## src/rtl/kernel_sram_ctrl_if.sv

```systemverilog
// Shared kernel-SRAM port bundle: the controller drives it (master), the 32 coefficient
// banks consume it (slave).
interface kernel_sram_ctrl_if #(
   parameter int WIDTH     = 16,
   parameter int HEIGHT    = 128,
   parameter int NUM_BANKS = 32
);
   localparam int AW = $clog2(HEIGHT);

   logic [AW-1:0]        KERNEL_read_addr;
   logic [AW-1:0]        KERNEL_write_addr;
   logic                 KERNEL_re;
   logic [NUM_BANKS-1:0] KERNEL_we;
   logic [WIDTH-1:0]     KERNEL_din;

   modport master (
      output KERNEL_read_addr, KERNEL_write_addr, KERNEL_re, KERNEL_we, KERNEL_din
   );

   modport slave (
      input KERNEL_read_addr, KERNEL_write_addr, KERNEL_re, KERNEL_we, KERNEL_din
   );
endinterface

```

## src/rtl/kernel_sram_ctrl.sv

```systemverilog
// Kernel coefficient SRAM controller: streams kernels into 32 banks and fetches a slot back.
// Define KERNEL_CTRL_BOUNDS_CHECK_EN to reject slots beyond HEIGHT/NUM_COEF with an err pulse.
//
// state | meaning
// IDLE  | waiting for load_start / fetch_start
// LOAD  | s_ready high, each beat written to bank n/9, word base + n%9
// FETCH | reading words base+0 .. base+8 from all banks in parallel
module kernel_sram_ctrl #(
   parameter int WIDTH     = 16,
   parameter int HEIGHT    = 128,
   parameter int NUM_COEF  = 9,
   parameter int NUM_BANKS = 32
) (
   input  logic                  clk,
   input  logic                  arst_n_in,
   input  logic                  load_start,
   input  logic [3:0]            load_slot,
   input  logic                  fetch_start,
   input  logic [3:0]            fetch_slot,
   input  logic [WIDTH-1:0]      s_data,
   input  logic                  s_valid,
   output logic                  s_ready,
   output logic                  busy,
   output logic                  load_done,
   output logic                  fetch_done,
   output logic                  err,
   output logic                  coef_valid,
   output logic [3:0]            coef_idx,
   kernel_sram_ctrl_if.master    sram
);
   localparam int AW        = $clog2(HEIGHT);
   localparam int BW        = $clog2(NUM_BANKS);
   localparam int NUM_BEATS = NUM_BANKS * NUM_COEF;
   localparam int CW        = $clog2(NUM_BEATS);
   localparam logic [3:0] LAST_K = 4'(NUM_COEF - 1);

   typedef enum logic [1:0] {IDLE, LOAD, FETCH} state_t;

   state_t               state_q, state_d;
   logic [3:0]           slot_q, slot_d;
   logic [3:0]           k_q, k_d;
   logic [BW-1:0]        bank_q, bank_d;
   logic [CW-1:0]        beats_left_q, beats_left_d;
   logic [AW-1:0]        rd_addr_q, rd_addr_d;
   logic [AW-1:0]        wr_addr_q, wr_addr_d;
   logic                 re_q, re_d;
   logic [NUM_BANKS-1:0] we_q, we_d;
   logic [WIDTH-1:0]     din_q, din_d;
   logic                 coef_valid_q, coef_valid_d;
   logic [3:0]           coef_idx_q, coef_idx_d;
   logic                 load_done_q, load_done_d;
   logic                 fetch_done_q, fetch_done_d;
   logic                 load_ok, fetch_ok;

   // Address arithmetic wraps modulo HEIGHT so oversized slots alias rather than overflow.
   function automatic logic [AW-1:0] slot_addr(input logic [3:0] slot, input logic [3:0] k);
      int full;
      full = int'(slot) * NUM_COEF + int'(k);
      return AW'(full % HEIGHT);
   endfunction

`ifdef KERNEL_CTRL_BOUNDS_CHECK_EN
   localparam int NUM_SLOTS = HEIGHT / NUM_COEF;
   logic err_q, err_d;

   assign load_ok  = int'(load_slot) < NUM_SLOTS;
   assign fetch_ok = int'(fetch_slot) < NUM_SLOTS;
   assign err_d    = !busy && (load_start ? !load_ok : (fetch_start && !fetch_ok));

   always_ff @(posedge clk or negedge arst_n_in) begin
      if (!arst_n_in) err_q <= 1'b0;
      else            err_q <= err_d;
   end

   assign err = err_q;
`else
   assign load_ok  = 1'b1;
   assign fetch_ok = 1'b1;
   assign err      = 1'b0;
`endif

   // A done/coef_valid cycle still counts as busy, so starts are gated there as well.
   assign busy    = (state_q != IDLE) | load_done_q | fetch_done_q | coef_valid_q;
   assign s_ready = (state_q == LOAD);

   always_comb begin
      state_d      = state_q;
      slot_d       = slot_q;
      k_d          = k_q;
      bank_d       = bank_q;
      beats_left_d = beats_left_q;
      rd_addr_d    = rd_addr_q;
      wr_addr_d    = wr_addr_q;
      din_d        = din_q;
      re_d         = 1'b0;
      we_d         = '0;
      load_done_d  = 1'b0;
      fetch_done_d = re_q && (k_q == LAST_K);
      coef_valid_d = re_q;
      coef_idx_d   = re_q ? k_q : coef_idx_q;

      unique case (state_q)
         IDLE: begin
            if (!busy && load_start) begin
               if (load_ok) begin
                  state_d      = LOAD;
                  slot_d       = load_slot;
                  k_d          = '0;
                  bank_d       = '0;
                  beats_left_d = CW'(NUM_BEATS - 1);
               end
            end else if (!busy && fetch_start) begin
               if (fetch_ok) begin
                  state_d   = FETCH;
                  slot_d    = fetch_slot;
                  k_d       = '0;
                  re_d      = 1'b1;
                  rd_addr_d = slot_addr(fetch_slot, 4'd0);
               end
            end
         end

         LOAD: begin
            if (s_valid) begin
               we_d[bank_q] = 1'b1;
               wr_addr_d    = slot_addr(slot_q, k_q);
               din_d        = s_data;
               if (beats_left_q == '0) begin
                  state_d     = IDLE;
                  load_done_d = 1'b1;
               end else begin
                  beats_left_d = beats_left_q - CW'(1);
                  if (k_q == LAST_K) begin
                     k_d    = '0;
                     bank_d = bank_q + BW'(1);
                  end else begin
                     k_d = k_q + 4'd1;
                  end
               end
            end
         end

         FETCH: begin
            if (k_q == LAST_K) begin
               state_d = IDLE;
            end else begin
               k_d       = k_q + 4'd1;
               re_d      = 1'b1;
               rd_addr_d = slot_addr(slot_q, k_q + 4'd1);
            end
         end

         default: state_d = IDLE;
      endcase
   end

   always_ff @(posedge clk or negedge arst_n_in) begin
      if (!arst_n_in) begin
         state_q      <= IDLE;
         slot_q       <= '0;
         k_q          <= '0;
         bank_q       <= '0;
         beats_left_q <= '0;
         rd_addr_q    <= '0;
         wr_addr_q    <= '0;
         re_q         <= 1'b0;
         we_q         <= '0;
         din_q        <= '0;
         coef_valid_q <= 1'b0;
         coef_idx_q   <= '0;
         load_done_q  <= 1'b0;
         fetch_done_q <= 1'b0;
      end else begin
         state_q      <= state_d;
         slot_q       <= slot_d;
         k_q          <= k_d;
         bank_q       <= bank_d;
         beats_left_q <= beats_left_d;
         rd_addr_q    <= rd_addr_d;
         wr_addr_q    <= wr_addr_d;
         re_q         <= re_d;
         we_q         <= we_d;
         din_q        <= din_d;
         coef_valid_q <= coef_valid_d;
         coef_idx_q   <= coef_idx_d;
         load_done_q  <= load_done_d;
         fetch_done_q <= fetch_done_d;
      end
   end

   assign load_done              = load_done_q;
   assign fetch_done             = fetch_done_q;
   assign coef_valid             = coef_valid_q;
   assign coef_idx               = coef_idx_q;
   assign sram.KERNEL_read_addr  = rd_addr_q;
   assign sram.KERNEL_write_addr = wr_addr_q;
   assign sram.KERNEL_re         = re_q;
   assign sram.KERNEL_we         = we_q;
   assign sram.KERNEL_din        = din_q;
endmodule

```

## src/flat_wrapper.sv

```systemverilog
// flat-port wrapper written by rule: the top's interface ports become plain ports
module kernel_sram_ctrl_flat 
#(
   parameter int WIDTH     = 16,
   parameter int HEIGHT    = 128,
   parameter int NUM_COEF  = 9,
   parameter int NUM_BANKS = 32
)
  (clk, arst_n_in, load_start, load_slot, fetch_start, fetch_slot, s_data, s_valid, s_ready, busy, load_done, fetch_done, err, coef_valid, coef_idx, sram_KERNEL_read_addr, sram_KERNEL_write_addr, sram_KERNEL_re, sram_KERNEL_we, sram_KERNEL_din);
  kernel_sram_ctrl_if #(.WIDTH(WIDTH), .HEIGHT(HEIGHT), .NUM_BANKS(NUM_BANKS)) sram_i ();
  input  logic clk;
  input  logic arst_n_in;
  input  logic load_start;
  input  logic [3:0] load_slot;
  input  logic fetch_start;
  input  logic [3:0] fetch_slot;
  input  logic [WIDTH-1:0] s_data;
  input  logic s_valid;
  output logic s_ready;
  output logic busy;
  output logic load_done;
  output logic fetch_done;
  output logic err;
  output logic coef_valid;
  output logic [3:0] coef_idx;
  output wire logic [$bits(sram_i.KERNEL_read_addr)-1:0] sram_KERNEL_read_addr;
  output wire logic [$bits(sram_i.KERNEL_write_addr)-1:0] sram_KERNEL_write_addr;
  output wire logic [$bits(sram_i.KERNEL_re)-1:0] sram_KERNEL_re;
  output wire logic [$bits(sram_i.KERNEL_we)-1:0] sram_KERNEL_we;
  output wire logic [$bits(sram_i.KERNEL_din)-1:0] sram_KERNEL_din;
  assign sram_KERNEL_read_addr = sram_i.KERNEL_read_addr;
  assign sram_KERNEL_write_addr = sram_i.KERNEL_write_addr;
  assign sram_KERNEL_re = sram_i.KERNEL_re;
  assign sram_KERNEL_we = sram_i.KERNEL_we;
  assign sram_KERNEL_din = sram_i.KERNEL_din;
  kernel_sram_ctrl #(.WIDTH(WIDTH), .HEIGHT(HEIGHT), .NUM_COEF(NUM_COEF), .NUM_BANKS(NUM_BANKS)) u_core (.clk(clk), .arst_n_in(arst_n_in), .load_start(load_start), .load_slot(load_slot), .fetch_start(fetch_start), .fetch_slot(fetch_slot), .s_data(s_data), .s_valid(s_valid), .s_ready(s_ready), .busy(busy), .load_done(load_done), .fetch_done(fetch_done), .err(err), .coef_valid(coef_valid), .coef_idx(coef_idx), .sram(sram_i));
endmodule
```

## config.mk

```make
export PLATFORM = sky130hd
export DESIGN_NAME = kernel_sram_ctrl_flat
export DESIGN_NICKNAME = d
export VERILOG_FILES = /design/src/rtl/kernel_sram_ctrl_if.sv /design/src/rtl/kernel_sram_ctrl.sv /design/src/flat_wrapper.sv
export SDC_FILE = /design/constraint.sdc
export NUM_CORES = 1
export LEC_CHECK = 0
export ABC_AREA = 1
export CAP_MARGIN = 25
export CORE_ASPECT_RATIO = 1.4
export CORE_UTILIZATION = 49
export DETAILED_ROUTE_END_ITERATION = 6
export PLACE_DENSITY = 0.75
export SYNTH_ARGS = -nofsm -noshare
export SYNTH_HDL_FRONTEND = slang
export SYNTH_SLANG_ARGS = --single-unit
```

## constraint.sdc

```tcl
create_clock -name clk -period 2.4 [get_ports clk]
set_input_delay 0.48 -clock clk [delete_from_list [all_inputs] [get_ports clk]]
set_output_delay 0.48 -clock clk [all_outputs]
set_load 0.005 [all_outputs]
```

==> key figures, run 1 <==
Die
  • Starting Density: 50.7%
  • Top Ports: 102
  • Die W: 83.9 um
  • Placeable core area: 0.00908 mm2
  • # rows: 41
  • Die H: 117 um
  • Die area: 0.00978 mm2

Clock network
  • Reg clk slew, reported paths: 70 ps
  • Cts repair resizes: 0
  • Root Driver: clkbuf_16
  • # clock sinks: 94
  • Clk_lat worst skew: 350 ps
  • Postcts setup bufs: 0
  • TritonCTS clock tree: done
  • Clock buffer depth: 2
  • Hold_buf cts: 0
  • TritonCTS Buffers: 9
  • H-Tree Depth: 3

Critical path
  • Critical path class: reg -> out
  • R2R Path End: u_core.sram.KERNEL_read_addr[6]$_DFFE_PN0P_
  • Worst r2r src: u_core.k_q[1]$_DFFE_PN0P_
  • Worst R2R Path Depth: 11
  • Worst Path Arrival: 1800 ps
  • CP endpoint kind: primary output
  • Critical path's top delay family: buffers and inverters
  • Worst-path cell chain: inv_1, ha_2, inv_2, nor2_4, nand2_1, clkdlybuf4s50_1
  • Crit path largest cell delay: 460 ps
  • WP data required: about 1900 ps
  • Worst-path fanout max: 4
  • Crit path from: u_core.state_q[0]$_DFFE_PN0P_
  • Critical path startpoint category: flip-flop
  • Slowest library cell on the worst path: clkdlybuf4s50_1
  • CP bufs+invs: 3
  • R2R setup slack: 270 ps

Global routing
  • Largest net degree at the start of global routing: 57
  • Vias in the first global route: between 3,000 and 4,000
  • GRT Overall Usage: a little under a quarter
  • Initial antenna violation count: 0
  • GRT overflow: 0
  • First-pass GRT wire length: around 17,000 um

Cells and area
  • Number of diodes: 0
  • Final core utilization: 66.3%
  • Fill cells: 736
  • Share of cells above drive strength 1: 6.44%
  • P&R area growth vs syn: 30.9%
  • Fin nets: 703

Synth
  • Synth Flop Type: dfrtp_1
  • Synth area leaders: dfrtp_1, nand2_1, ha_1, nor2_1, nand3_1
  • Leading cell type by number of instances after synthesis: nand2_1
  • Share of the synthesized area in the top cell type: between 50 and 60%
  • Mapped Nets: 599
  • Synth top cells by count: nand2_1, dfrtp_1, nor2_1, inv_1, nand3_1
  • Mapped Area: 0.00460 mm2
  • Post-synth ARST share: 100%
  • Sequential area share after synthesis: about half
  • Cells after Synth: 543
  • Mean Syn Cell Area: approximately 8.5 um2
  • EDFF count, synth: 0
  • Synth warnings: 0
  • #FFs+latches synth: 94
  • Leading area contributor after synthesis: dfrtp_1
  • Synth cell types: 30

STA
  • Max-slew headroom: 65.3%
  • Final min period: 2280 ps
  • RSZ-0062 raised after global routing: false
  • Final hold viol count: 0
  • Hold Slack: 107 ps
  • Setup ws final: 119 ps
  • Fin crit share: approximately 95%
  • Final setup fails: 0
  • Worst-margin pin slew: roughly 520 ps
  • Setup TNS: 0 ps
  • Worst Skew: 8.06 ps
  • Pins over their slew limit: 0
  • Fmax: approximately 0.44 GHz

Pwr
  • PwrDens: 1050 mW/mm2
  • Max VDD drop: 709 uV
  • LEAKAGE: roughly 3.0 nW

Placement
  • Pre-CTS setup slack: 303 ps
  • IO Port Bufs: 100
  • Dpl hpwl: 7540 um
  • GPL Wtd Cong: approximately 0.89

Route
  • DR WL/cell: 13.5 um
  • Drt drc: 24
  • Vias per inst: 5.10
  • First-iteration detailed-routing DRC count: 259
  • ANT nets after route: 0
  • Final wirelength: 10,300 um
  • Drt pass-1 iters: 6
  • Via Count: 3,869

Outcome
  • Failing checks: design-rule violations
  • Status: finished with violations

Worst hold path
  • Hold Crit Class: in -> async

Run
  • # Max-Cap Violations: 0
## state kept, by name (all words and copies together) (netlist names)
register / flops
u_core.beats_left_q: 9
u_core.sram.KERNEL_write_addr: 7
u_core.k_q: 4
u_core.sram.KERNEL_we: 32
u_core.slot_q: 4
u_core.bank_q: 5
u_core.sram.KERNEL_read_addr: 7
u_core.coef_valid: 1
u_core.sram.KERNEL_re: 1
u_core.fetch_done: 1
u_core.load_done: 1
u_core.sram.KERNEL_din: 16
u_core.state_q: 2
u_core.coef_idx: 4
## cells in the final DEF (no fill, tap or decap), types with 3 or more instances in the layout
| cell type | count |
|---|---|
| or2_2 | 3 |
| nand2_1 | 190 |
| dfrtp_1 | 94 |
| ha_1 | 24 |
| nand4_1 | 10 |
| nand3_1 | 42 |
| xor2_1 | 10 |
| inv_1 | 42 |
| inv_2 | 3 |
| clkdlybuf4s50_1 | 99 |
| clkbuf_16 | 9 |
| o21ai_2 | 3 |
| nor2_4 | 3 |
| o21ai_0 | 18 |
| a21oi_1 | 7 |
| buf_4 | 5 |
| nor2_1 | 63 |
## routing by layer
layer,vias to the layer above,global-route usage [%],wire [um]
met1,1807,28.3,4430
met4,0,8.74,191
met2,124,39.2,5130
met5,-,0,0
li1,1922,-,-
met3,16,4.38,523
## logic make-up (layout without fill, tap and decap cells)
group	count (synthesis)	after routing	share of synthesized area (%)
simple gates	322	322	30.0
xor+xnor	11	11	2.09
fa+ha+maj	27	27	7.67
buf+inv	57	166	5.30
flops	94	94	51.1
compound gates	31	31	3.67
other cells	1	1	0.0815
## metrics by stage
step	std cells	area, um2	total power [mW]
after global placement	743	5710	4.82
after detailed placement	743	5710	4.88
after global routing	759	6020	6.81
after CTS	759	6020	6.39
after floorplan	543	4600	3.82
final	759	6020	6.34
## how the worst max path moves through the flow
stage,end,slack [ps],depth (start not counted)
6_report,busy,120,6
5_1_grt,busy,40,6
3_3_place_gp,u_core.sram.KERNEL_read_addr[6]$_DFFE_PN0P_,370,9
2_1_floorplan,u_core.sram.KERNEL_read_addr[6]$_DFFE_PN0P_,490,11
4_1_cts,busy,70,6
3_5_place_dp,u_core.sram.KERNEL_read_addr[6]$_DFFE_PN0P_,300,11
## cell type report
type,instances,area (um2),area share (%)
repair buffers,105,1050,17.4
flip-flops and latches,94,2350,39.1
clock inverters,7,86.3,1.43
well taps,107,134,2.22
inverters,45,169,2.81
clock buffers,9,225,3.74
multi-input cells,392,2010,33.3
## power breakdown
part | internal, mW | total, mW | switching (mW)
registers | 1.97 | 2.25 | 0.280
logic | 1.18 | 2.62 | 1.44
clock network | 0.831 | 1.47 | 0.643
No activity file was read; power rests on OpenSTA's default activity.
==> run 2: changes to the inputs <==
--- a/config.mk
+++ b/config.mk
@@ -6,7 +6,6 @@
 export NUM_CORES = 1
 export LEC_CHECK = 0
 export ABC_AREA = 1
-export CAP_MARGIN = 25
 export CORE_ASPECT_RATIO = 1.4
 export CORE_UTILIZATION = 49
 export DETAILED_ROUTE_END_ITERATION = 6
==> constraint.sdc (replaced) <==
create_clock -name clk -period 2.4 [get_ports clk]
set_input_delay 0.36 -clock clk [delete_from_list [all_inputs] [get_ports clk]]
set_output_delay 0.36 -clock clk [all_outputs]
set_load 0.005 [all_outputs]
==> run 2 against run 1 <==
Compared with the run above: clock power fell by 12%; critical path type unchanged; power fell by 2.7%; first-iteration DRC count fell by 17%; count of clock-buffer cells in the layout rose by 1; the run ends with design-rule violations, negative hold slack left; largest cell class unchanged; via count rose by 0.52%; global-route usage fell by 0.32 points; clock skew fell by 1.8 ps; flip-flop and latch count did not move; setup slack improved by 84 ps; wire length fell by 1.6%.
==> key figures, run 2 (synthesized netlist as in run 1, its figures left out) <==
Outcome
  • Status: finished with violations
  • Failing checks: design-rule violations, negative hold slack

STA
  • Hold Slack: -8.55 ps (-116 ps)
  • Worst Skew: 6.30 ps (-1.76 ps)
  • Final setup fails: 0 (unchanged)
  • Worst-margin pin slew: 532 ps (+11.3 ps)
  • Fmax: 0.455 GHz (+3.8%)
  • Setup TNS: 0 ps (unchanged)
  • Max-slew headroom: 64.5% (-0.75 points)
  • Fin crit share: 91.5% (-3.5 points)
  • Final min period: 2200 ps (-84.2 ps)
  • Final hold viol count: 7 (+7)
  • RSZ-0062 raised after global routing: false
  • Pins over their slew limit: 0 (unchanged)

Worst hold path
  • Hold Crit Class: in -> async

Clock network
  • Root Driver: clkbuf_16
  • H-Tree Depth: 3 (unchanged)
  • Cts repair resizes: 0 (unchanged)
  • # clock sinks: 94 (unchanged)
  • Clk_lat worst skew: 340 ps (about the same)
  • Reg clk slew, reported paths: 60 ps (about the same)
  • Postcts setup bufs: 0 (unchanged)
  • TritonCTS Buffers: 9 (unchanged)
  • Clock buffer depth: 2 (unchanged)
  • TritonCTS clock tree: done
  • Hold_buf cts: 0 (unchanged)

Route
  • Via Count: 3,889 (+0.52%)
  • First-iteration detailed-routing DRC count: 215 (-17%)
  • DR WL/cell: 13.3 um (-1.8%)
  • Drt drc: 24 (unchanged)
  • Vias per inst: 5.11 (+0.25%)
  • Drt pass-1 iters: 7 (+1)
  • Final wirelength: 10,100 um (-1.6%)
  • ANT nets after route: 0 (unchanged)

Pwr
  • Combinational Power Share: 42.5% (+1.3 points)
  • Max VDD drop: 575 uV (-19%)
  • PwrDens: 1030 mW/mm2 (-2.3%)
  • Internal power: 3.86 mW (-3.0%)
  • Net switching power: 2.31 mW (-2.2%)
  • Reg power frac: 36.4% (+0.9 points)
  • Total Power: 6.17 mW (-2.7%)
  • Clock power frac: 21.1% (-2.1 points)
  • LEAKAGE: 2.97 nW (-0.24%)
  • Switch share: 37.4% (+0.19 points)

Die
  • Die area: 0.00978 mm2 (unchanged)
  • Die H: 117 um (unchanged)
  • Placeable core area: 0.00908 mm2 (unchanged)
  • Starting Density: 50.7% (unchanged)
  • Top Ports: 102 (unchanged)
  • Die W: 83.9 um (unchanged)
  • # rows: 41 (unchanged)

Cells and area
  • Number of diodes: 0 (unchanged)
  • Final core utilization: 66.1% (-0.25 points)
  • P&R area growth vs syn: 30.4%
  • Multi-input gate area: 0.00200 mm2 (-0.12%)
  • Most common cell after layout, fill and taps aside: nand2_1
  • Sequential Area: 0.00235 mm2 (unchanged)
  • Share of cells above drive strength 1: 6.42% (-0.020 points)
  • Most frequent cells in the layout: nand2_1, clkdlybuf4s50_1, dfrtp_1, nor2_1
  • Fill cells: 730 (-0.82%)
  • Max reg flops: 32 (unchanged)
  • Design Area, Final: 0.00600 mm2 (-0.37%)
  • Fin nets: 705 (+0.28%)

Critical path
  • Slowest library cell on the worst path: clkdlybuf4s50_1
  • WP data required: 2040 ps (+120 ps)
  • Critical path startpoint category: flip-flop
  • Critical path class: reg -> out
  • R2R setup slack: 290 ps (+20 ps)
  • Worst-path fanout max: 4 (unchanged)
  • Crit path largest cell delay: 450 ps (about the same)
  • CP endpoint kind: primary output
  • Worst Path Arrival: 1840 ps (+40 ps)
  • Worst-path cell chain: inv_1, ha_1, inv_2, nor2_4, nand2_1, clkdlybuf4s50_1

Global routing
  • Largest net degree at the start of global routing: 40 (-30%)
  • Initial antenna violation count: 0 (unchanged)
  • GRT Overall Usage: 22.3% (-0.32 points)
  • GRT overflow: 0 (unchanged)
  • First-pass GRT wire length: 17,300 um (-0.24%)
  • Vias in the first global route: 3,797 (+3.3%)

Placement
  • GPL Wtd Cong: 0.882 (-0.97%)
  • IO Port Bufs: 100 (unchanged)
  • Dpl hpwl: 7500 um (-0.55%)
  • DP Area: 0.00572 mm2 (+0.26%)

Run
  • # Max-Cap Violations: 0 (unchanged)
[run 2: cell count changes in the layout (fill, tap and decap cells not counted), sizes merged]
cell / before / now
clkinv: 1 / 4
inv: 49 / 46
buf: 6 / 8
bufinv: 1 / 0
clkbuf: 9 / 10
[run 2: metrics by stage]
| stage | cells | setup slack, ps |
|---|---|---|
| global placement | 745 | 391 |
| CTS | 761 | 197 |
| floorplan | 543 | 486 |
| detailed placement | 745 | 320 |
| global route | 761 | 26.1 |
| finish | 761 | 203 |
[run 2: metal layers]
layer  up-vias  GRT usage [%]  part of all wire (%)
met5         -              0                     0
met3        15           4.24                   5.1
li1       1925              -                     -
met1      1830           27.5                    44
met4         0           9.66                   1.9
met2       119           38.6                    49
[run 2: worst paths after layout]
path                                                      start                                           end  cells after the start
worst max-delay path              u_core.state_q[0]$_DFFE_PN0P_                                          busy                      6
worst max register to register        u_core.k_q[1]$_DFFE_PN0P_   u_core.sram.KERNEL_read_addr[6]$_DFFE_PN0P_                     11
min in group clk                u_core.sram.KERNEL_re$_DFF_PN0_                   u_core.coef_valid$_DFF_PN0_                      0
worst min-delay path                                  arst_n_in  u_core.sram.KERNEL_write_addr[0]$_DFFE_PN0P_                      1
worst min register to register  u_core.sram.KERNEL_re$_DFF_PN0_                   u_core.coef_valid$_DFF_PN0_                      0
max in group asynchronous                             arst_n_in         u_core.sram.KERNEL_din[5]$_DFFE_PN0P_                      2
[run 2: power by group through the flow]
stage,Clock [mW],Combinational (mW),Sequential (mW)
6_report,1.30,2.62,2.24
5_1_grt,1.40,2.97,2.30
4_1_cts,1.33,2.64,2.25
3_5_place_dp,0,2.62,2.27
3_3_place_gp,0,2.56,2.25
2_1_floorplan,0,1.57,2.25
[run 2: final cells by class]
| cell class | instances | area share [%] |
|---|---|---|
| clock buffers | 10 | 3.82 |
| clock inverters | 6 | 0.793 |
| inverters | 45 | 2.82 |
| multi-input cells | 392 | 33.4 |
| flip-flops and latches | 94 | 39.2 |
| well taps | 107 | 2.23 |
| repair buffers | 107 | 17.7 |
[run 2: worst max-delay path: cells and delay by family (launching register included)]
| kind | cells | cell delay, ps |
|---|---|---|
| adder cells (fa/ha/maj) | 1 | 260 |
| buffers and inverters | 3 | 630 |
| flip-flops | 1 | 410 |
| AND/OR/NAND/NOR | 2 | 200 |
==> run 3: changes to the inputs <==
--- a/config.mk
+++ b/config.mk
@@ -10,6 +10,7 @@
 export CORE_UTILIZATION = 49
 export DETAILED_ROUTE_END_ITERATION = 6
 export PLACE_DENSITY = 0.75
+export SETUP_SLACK_MARGIN = 0.05
 export SYNTH_ARGS = -nofsm -noshare
 export SYNTH_HDL_FRONTEND = slang
 export SYNTH_SLANG_ARGS = --single-unit
==> constraint.sdc (replaced) <==
create_clock -name clk -period 2.3 [get_ports clk]
set_input_delay 0.345 -clock clk [delete_from_list [all_inputs] [get_ports clk]]
set_output_delay 0.345 -clock clk [all_outputs]
set_load 0.005 [all_outputs]
==> run 3 against run 2 <==
Compared with the run above: setup slack got worse by 54 ps; combinational power rose by 5%; non-clock buffer count did not move; die area did not move; worst hold slack improved by 430 ps; utilization rose by 0.72 points; highest routed layer unchanged; global-route usage fell by 0.14 points; flip-flop and latch count did not move; register-to-register slack got worse by 50 ps; the run ends with design-rule violations left; via count fell by 0.15%; power rose by 9.1%; cell count did not move.
==> key figures, run 3 (synthesized netlist as in run 1, its figures left out) <==
Outcome
  • Status: finished with violations
  • Failing checks: design-rule violations

Clock network
  • Reg clk slew, reported paths: 60 ps (about the same)
  • # clock sinks: 94 (unchanged)
  • Clk_lat worst skew: 340 ps (about the same)
  • H-Tree Depth: 3 (unchanged)
  • TritonCTS clock tree: done
  • Clock buffer depth: 2 (unchanged)
  • TritonCTS Buffers: 9 (unchanged)
  • Postcts setup bufs: 0 (unchanged)
  • Root Driver: clkbuf_16

Run
  • # Max-Cap Violations: 0 (unchanged)

Global routing
  • First-pass GRT wire length: 17,200 um (-0.72%)
  • Largest net degree at the start of global routing: 66 (+65%)
  • Vias in the first global route: 3,880 (+2.2%)
  • GRT overflow: 0 (unchanged)
  • GRT Overall Usage: 22.2% (-0.14 points)
  • Initial antenna violation count: 0 (unchanged)

Critical path
  • Worst-path cell chain: inv_1, ha_1, inv_2, nor2_4, nand2_1, clkdlybuf4s50_1
  • Worst r2r src: u_core.k_q[0]$_DFFE_PN0P_
  • R2R Path End: u_core.sram.KERNEL_read_addr[6]$_DFFE_PN0P_
  • Worst R2R Path Depth: 11 (unchanged)
  • WP data required: 1960 ps (-80 ps)
  • R2R setup slack: 240 ps (-50 ps)
  • CP endpoint kind: primary output
  • Crit path largest cell delay: 440 ps (about the same)
  • Critical path startpoint category: flip-flop
  • CP bufs+invs: 3 (unchanged)
  • Slowest library cell on the worst path: clkdlybuf4s50_1
  • Worst-path fanout max: 4 (unchanged)
  • Critical path class: reg -> out
  • Worst Path Arrival: 1810 ps (-30 ps)
  • Critical path's top delay family: buffers and inverters

STA
  • Hold Slack: 423 ps (+431 ps)
  • Final setup fails: 0 (unchanged)
  • Final min period: 2150 ps
  • Worst Skew: 5.63 ps (-0.671 ps)
  • Fin crit share: 93.5%
  • RSZ-0062 raised after global routing: false
  • Fmax: roughly 0.46 GHz
  • Final hold viol count: 0 (-7)
  • Pins over their slew limit: 0 (unchanged)
  • Setup TNS: 0 ps (unchanged)

Cells and area
  • Share of cells above drive strength 1: 6.73% (+0.31 points)
  • Number of diodes: 0 (unchanged)
  • P&R area growth vs syn: 31.8%
  • Fin nets: 705 (unchanged)
  • Most frequent cells in the layout: nand2_1, clkdlybuf4s50_1, dfrtp_1, nor2_1
  • Most common cell after layout, fill and taps aside: nand2_1
  • Max reg flops: 32 (unchanged)

Pwr
  • PwrDens: 1110 mW/mm2 (+7.9%)
  • Max VDD drop: 656 uV (+14%)
  • LEAKAGE: 3.00 nW (+1.0%)

Route
  • DR WL/cell: 13.4 um (+0.47%)
  • Via Count: 3,883 (-0.15%)
  • ANT nets after route: 0 (unchanged)
  • Drt drc: 24 (unchanged)
  • First-iteration detailed-routing DRC count: 239 (+11%)
  • Vias per inst: 5.10 (-0.15%)
  • Drt pass-1 iters: 7 (unchanged)
  • Final wirelength: 10,200 um (+0.47%)

Worst hold path
  • WHS Path Cells: 0
  • Hold Crit Class: reg -> reg
  • Hold path start: u_core.sram.KERNEL_re$_DFF_PN0_
  • WHS Endpoint: u_core.coef_valid$_DFF_PN0_

Placement
  • Dpl hpwl: 7550 um (+0.67%)
  • IO Port Bufs: 100 (unchanged)
  • GPL Wtd Cong: 0.927 (+5.0%)

Die
  • # rows: 41 (unchanged)
  • Top Ports: 102 (unchanged)
  • Die H: 117 um (unchanged)
  • Die W: 83.9 um (unchanged)
  • Placeable core area: 0.00908 mm2 (unchanged)
  • Starting Density: 50.7% (unchanged)
  • Die area: 0.00978 mm2 (unchanged)
## run 3: cell types whose count changed in the layout (fill, tap and decap cells not counted), sizes merged
cell	before	now
bufinv	0	2
clkinv	4	0
dlygate4sd3	0	1
buf	8	7
clkinvlp	1	0
inv	46	49
## run 3: how the worst max path moves through the flow
stage / start / cells past startpoint / to / slack, ps
6_report: u_core.state_q[0]$_DFFE_PN0P_ / 6 / busy / 150
3_3_place_gp: u_core.k_q[0]$_DFFE_PN0P_ / 11 / u_core.sram.KERNEL_read_addr[6]$_DFFE_PN0P_ / 310
5_1_grt: u_core.state_q[0]$_DFFE_PN0P_ / 6 / busy / 60
2_1_floorplan: u_core.k_q[0]$_DFFE_PN0P_ / 11 / u_core.sram.KERNEL_read_addr[6]$_DFFE_PN0P_ / 390
4_1_cts: u_core.state_q[0]$_DFFE_PN0P_ / 6 / busy / 140
3_5_place_dp: u_core.k_q[0]$_DFFE_PN0P_ / 11 / u_core.sram.KERNEL_read_addr[6]$_DFFE_PN0P_ / 230
## run 3: layout make-up
class | instances | area (um2)
Sequential cell | 94 | 2350
Multi-Input combinational cell | 392 | 2000
Clock inverter | 6 | 97.6
Fill cell | 728 | 3020
Inverter | 45 | 169
Tap cell | 107 | 134
Timing Repair Buffer | 107 | 1070
Clock buffer | 10 | 239
## run 3: worst register-to-register path: cells and delay by family (launching register included)
kind | cells | cell delay, ps
adder cells (fa/ha/maj) | 2 | 780
flip-flops | 1 | 400
buffers and inverters | 2 | 170
AND/OR/NAND/NOR | 7 | 620
## run 3: per-layer routing
layer  wire length (um)  GRT usage, %  up-vias
met5                  0             0        -
met4                276          11.4        0
met3                402          3.75       23
met2               5010          38.8      116
met1               4470          26.6     1823
li1                   -             -     1921
## run 3: stage by stage
step	cell area, um2	util [%]	std cells	setup slack, ps	total power [mW]
after floorplan	4600	-	543	386	3.99
after global placement	5710	62.9	744	310	5.02
after detailed placement	5710	62.9	744	234	5.10
after CTS	6060	66.7	761	140	6.76
after global routing	6060	66.8	761	59.3	7.23
final	6060	66.8	761	149	6.73
## run 3: repair_timing
| action | CTS | global route |
|---|---|---|
| hold buffers | 1 | 0 |
| gates resized for setup | 0 | 2 |
| endpoints found under the hold margin | 29 | 0 |
| setup endpoints to repair | 0 | 1 |
## run 3: report_power, final
group / switching, mW / total (mW) / internal (mW)
sequential: 0.287 / 2.35 / 2.06
clock: 0.642 / 1.64 / 1.00
combinational: 1.51 / 2.74 / 1.23
